**src/rtl/controlpack.sv**
```systemverilog
// Shared ALU-side types: op encoding, flag register layout, sequencer states.
// Also holds the op-class decode used by the sequencer.
package controlpack;

    typedef enum logic [3:0] {
        NOP = 4'd0,
        ADD = 4'd1,
        SUB = 4'd2,
        AND = 4'd3,
        OR  = 4'd4,
        XOR = 4'd5,
        THR = 4'd6,
        SHL = 4'd7,
        ROL = 4'd8,
        SHR = 4'd9,
        ROR = 4'd10,
        NOT = 4'd11
    } alu_op_e;

    typedef struct packed {
        logic carry;
        logic zero;
    } alu_flag_t;

    typedef enum logic [2:0] {
        IDLE   = 3'd0,
        LOAD_A = 3'd1,
        LOAD_B = 3'd2,
        EXEC   = 3'd3,
        RESP   = 3'd4
    } seq_state_e;

    function automatic logic is_binary_op(input alu_op_e op);
        return op inside {ADD, SUB, AND, OR, XOR};
    endfunction

    function automatic logic is_unary_op(input alu_op_e op);
        return op inside {THR, SHL, ROL, SHR, ROR, NOT};
    endfunction

endpackage

```
**src/rtl/alu_sequencer.sv**
```systemverilog
// Collects operands for one ALU op, runs it for one cycle, returns result and keeps the flag register.
// Latency: NOP 1 cycle, unary 3, binary 4 from request to rsp_valid.
// Backpressure: holds in LOAD_A/LOAD_B until bus_in_valid and in RESP until rsp_ready; req_ready only in IDLE.
module alu_sequencer
    import controlpack::*;
#(
    parameter int DATA_BUS_WIDTH = 8
) (
    input  logic                      clk,
    input  logic                      rst,
    input  logic                      req_valid,
    output logic                      req_ready,
    input  alu_op_e                   req_op,
    input  logic [DATA_BUS_WIDTH-1:0] bus_in,
    input  logic                      bus_in_valid,
    output logic                      bus_in_ready,
    output alu_op_e                   alu_op,
    output logic [DATA_BUS_WIDTH-1:0] alu_reg1,
    output logic [DATA_BUS_WIDTH-1:0] alu_reg2,
    input  logic [DATA_BUS_WIDTH-1:0] alu_result,
    input  alu_flag_t                 alu_flag,
    output logic                      rsp_valid,
    input  logic                      rsp_ready,
    output logic [DATA_BUS_WIDTH-1:0] rsp_result,
    output alu_flag_t                 flags
);

    seq_state_e                state;
    alu_op_e                   op_q;
    logic [DATA_BUS_WIDTH-1:0] a_q;
    logic [DATA_BUS_WIDTH-1:0] b_q;
    logic [DATA_BUS_WIDTH-1:0] result_q;
    alu_flag_t                 flag_q;

    always_ff @(posedge clk) begin
        if (rst) begin
            state    <= IDLE;
            op_q     <= NOP;
            a_q      <= '0;
            b_q      <= '0;
            result_q <= '0;
            flag_q   <= '0;
        end else begin
            case (state)
                IDLE: begin
                    if (req_valid) begin
                        op_q <= req_op;
                        b_q  <= '0;
                        // Unlisted encodings fall through the NOP path.
                        if (is_binary_op(req_op) || is_unary_op(req_op)) begin
                            state <= LOAD_A;
                        end else begin
                            result_q <= '0;
                            state    <= RESP;
                        end
                    end
                end
                LOAD_A: begin
                    if (bus_in_valid) begin
                        a_q   <= bus_in;
                        state <= is_binary_op(op_q) ? LOAD_B : EXEC;
                    end
                end
                LOAD_B: begin
                    if (bus_in_valid) begin
                        b_q   <= bus_in;
                        state <= EXEC;
                    end
                end
                EXEC: begin
                    result_q <= alu_result;
                    flag_q   <= alu_flag;
                    state    <= RESP;
                end
                RESP: begin
                    if (rsp_ready) state <= IDLE;
                end
                default: state <= IDLE;
            endcase
        end
    end

    assign req_ready    = (state == IDLE);
    assign bus_in_ready = (state == LOAD_A) || (state == LOAD_B);
    assign rsp_valid    = (state == RESP);
    assign alu_op       = (state == EXEC) ? op_q : NOP;
    assign alu_reg1     = a_q;
    assign alu_reg2     = b_q;
    assign rsp_result   = result_q;
    assign flags        = flag_q;

endmodule

```
**config.mk**
```make
export PLATFORM = sky130hd
export DESIGN_NAME = alu_sequencer
export DESIGN_NICKNAME = d
export VERILOG_FILES = /design/src/rtl/controlpack.sv /design/src/rtl/alu_sequencer.sv
export SDC_FILE = /design/constraint.sdc
export NUM_CORES = 1
export LEC_CHECK = 0
export CAP_MARGIN = 30
export CORE_MARGIN = 2
export CORE_UTILIZATION = 41
export CTS_CLUSTER_DIAMETER = 80
export CTS_CLUSTER_SIZE = 24
export DETAILED_ROUTE_END_ITERATION = 7
export HOLD_SLACK_MARGIN = 0.15
export PLACE_DENSITY_LB_ADDON = 0.08
export SYNTH_ARGS = -nofsm -noshare
export SYNTH_HDL_FRONTEND = slang
export SYNTH_SLANG_ARGS = --single-unit
```
**constraint.sdc**
```tcl
create_clock -name clk -period 2.25 [get_ports clk]
set_input_delay 0.45 -clock clk [delete_from_list [all_inputs] [get_ports clk]]
set_output_delay 0.45 -clock clk [all_outputs]
set_load 0.02 [all_outputs]
```
==> flow_metrics.tcl <==
set metrics [dict create \
    grt_use_total_pct 20.6 \
    min_from "flags[1]$_SDFFE_PP0N_" \
    antenna_found_initial 0 \
    period_share_pct 93.3 \
    fmax_mhz 476 \
    final_common_cell "clkdlybuf4s50_1" \
    timing.final.crit_period_ps 2100 \
    power.density_nw_per_um2 695 \
    whs_endpoint "flags[1]$_SDFFE_PP0N_" \
    hold_path_class "flop to flop" \
    synth_top_area_share_pct 49.3 \
    postLayoutCoreUtil_pct 68.7 \
    worstSetupPathType "flop to output pin" \
    dieWidth_um 61.1 \
    maxSlewViolCount 0 \
    place_area_sq_um 2010 \
    tns_ps 0 \
    core_area_sq_um 3080 \
    worstSetupEndpointType "output pin" \
    vias 1267 \
    gp_congestion 0.860 \
    place.port_buffers 59 \
    rr_worst_depth 6 \
    cp_cell_sequence "buf_4 > nor3_1 > clkdlybuf4s50_1" \
    ff2ff_setup_slack_ps 640 \
    ys_top_cells_by_area "dfxtp_1 (49%), mux2i_1 (9.7%), nor2_1 (8.7%)" \
    arrival_ps 1650 \
    ir_worst_vdd_mv 0.439 \
    ys_warn_count 0 \
    reg2reg_from "state[1]$_SDFFE_PP0P_" \
    timing.max_cap.violations 0 \
    maxSlewHeadroom_pct 58.6 \
    gr-total-overflow 0 \
    cts_made_buffers 5 \
    routed_wl_um 3500 \
    status "complete, no violations" \
    wl_per_cell_um 13.8 \
    cts_tree "yes" \
    io_pins 60 \
    ys_types 24 \
    grt_pass1_vias 1222 \
    drt-pass1-iter-count 4 \
    cp_max_fo 6 \
    ys_seq_area_share_pct 49.3 \
    cts_setup_buffers 0 \
    route.detailed.drc 0 \
    cts_sinks 33 \
    worst_pin_slew_ps 619 \
    htreeDepth 2 \
    cts_root_buffer "clkbuf_4" \
    cts_hold_buf 0 \
    antenna_left 0 \
    start_util_pct 43.5 \
    synthesis.nets 171 \
    hold_viol 0 \
    rr_endpoint "alu_reg2[1]$_SDFFE_PP0P_" \
    fin_skew_ps 8.73 \
    synth_ff_type "dfxtp_1" \
    syn_to_final_growth_pct 57.9 \
    syn_inst 144 \
    grt_pass1_wl_um 5540 \
    async_flop_share_pct 0 \
    total_power_mw 1.47 \
    dieArea_sq_um 3740 \
    grt_max_degree 34 \
    hold_depth 2 \
    final-setup-viol-count 0 \
    avgViaCountPerCell 4.99 \
    rsz0062_at_grt "false" \
    clock_path_buffers 2 \
    hold_slack_ps 477 \
    synth_area_leader_cell "dfxtp_1" \
    layout_common_cells "clkdlybuf4s50_1 (53), dfxtp_1 (31), nor2_1 (30)" \
    netlist_area_sq_um 1340 \
    worstPathRequired_ps 1800 \
    insertion_delay_ps 340 \
    startpoint_type "flop" \
    drive_gt1_share_pct 10.5 \
    crit_slowest_cell "clkdlybuf4s50_1" \
    final_area_sq_um 2110 \
    p_leak_nw 0.830 \
    die_height_um 61.1 \
    antenna_cells 0 \
    drtIter0Drc 78 \
    synth_edf_count 0 \
    std_cell_rows 20 \
    clkTransAtPathRegs_ps 120 \
    hpwl_um 2530 \
    synth_area_per_cell_sq_um 9.30 \
    synth-seq-cells 33 \
    fin_nets 236 \
    critPathMaxStageDelay_ps 620 \
]
-- Yosys cell counts, drive strengths merged (2+ instances only) --
cell     instances
clkbuf           5
and2             4
mux2i           13
a21oi            3
nand2           15
a2bb2oi          8
inv              2
nor3             3
buf              4
nor2            32
a211oi           3
dfxtp           33
nand3b           2
a22oi            8
-- sequential cells by signal, summed over array words and instances (netlist names) --
name / flops
flags: 2
alu_reg2: 8
alu_reg1: 8
op_q: 4
rsp_result: 8
state: 3
-- timing repair --
action,CTS,global route
endpoints found under the setup margin,6,1
resized for setup,8,1
pin swaps,0,0
-- metrics by stage --
stage / cells / worst slack (ps)
final: 254 / 151
after global routing: 254 / 96.2
after CTS: 254 / 28.1
after detailed placement: 246 / 42.4
after global placement: 246 / 103
after floorplan: 144 / 433
-- final cells by class --
| type | instances | area (sq um) |
|---|---|---|
| clock inverters | 3 | 68.8 |
| clock buffers | 5 | 37.5 |
| well taps | 44 | 55.1 |
| flip-flops and latches | 33 | 663 |
| inverters | 2 | 7.51 |
| fillers | 270 | 965 |
| repair buffers | 67 | 647 |
| multi-input cells | 100 | 634 |
-- cells by family (layout without fill, tap and decap cells) --
group	after synthesis	after routing	share of synthesized area, %
AO/OA/AOI/OAI	26	26	15.9
multiplexers	13	13	9.72
AND/OR/NAND/NOR	61	61	21.6
buffers and inverters	11	77	3.46
flip-flops	33	33	49.3
-- routing by layer --
metal	vias to the layer above	wire length [um]	track usage [%]
met5	-	0	0
met4	0	41	9.32
met3	4	200	5.88
met2	36	1710	34.0
met1	596	1550	24.8
li1	631	-	-
-- report_power, final --
part           internal, mW  total (mW)  leakage [nW]  switching (mW)
sequential            0.609       0.631         0.268          0.0216
clock                 0.350       0.572        0.0558           0.223
combinational         0.144       0.266         0.506           0.122
total                  1.10        1.47         0.830           0.367
-- worst max-delay path by stage --
stage	startpoint	cells after the start	endpoint
after floorplan	state[1]$_SDFFE_PP0P_	5	alu_op[0]
after detailed placement	req_op[3]	5	rsp_result[6]$_SDFFE_PP0P_
after global routing	state[0]$_SDFFE_PP0P_	3	req_ready
after global placement	req_op[3]	5	rsp_result[2]$_SDFFE_PP0P_
after CTS	state[0]$_SDFFE_PP0P_	5	bus_in_ready
final	state[0]$_SDFFE_PP0P_	3	req_ready
-- critical path: cells and delay by family, from the launching register on --
family	cells	cell delay [ps]
buffers and inverters	2	780
flip-flops	1	370
AND/OR/NAND/NOR	1	160
Note: power is estimated with default switching activity, not from simulation.
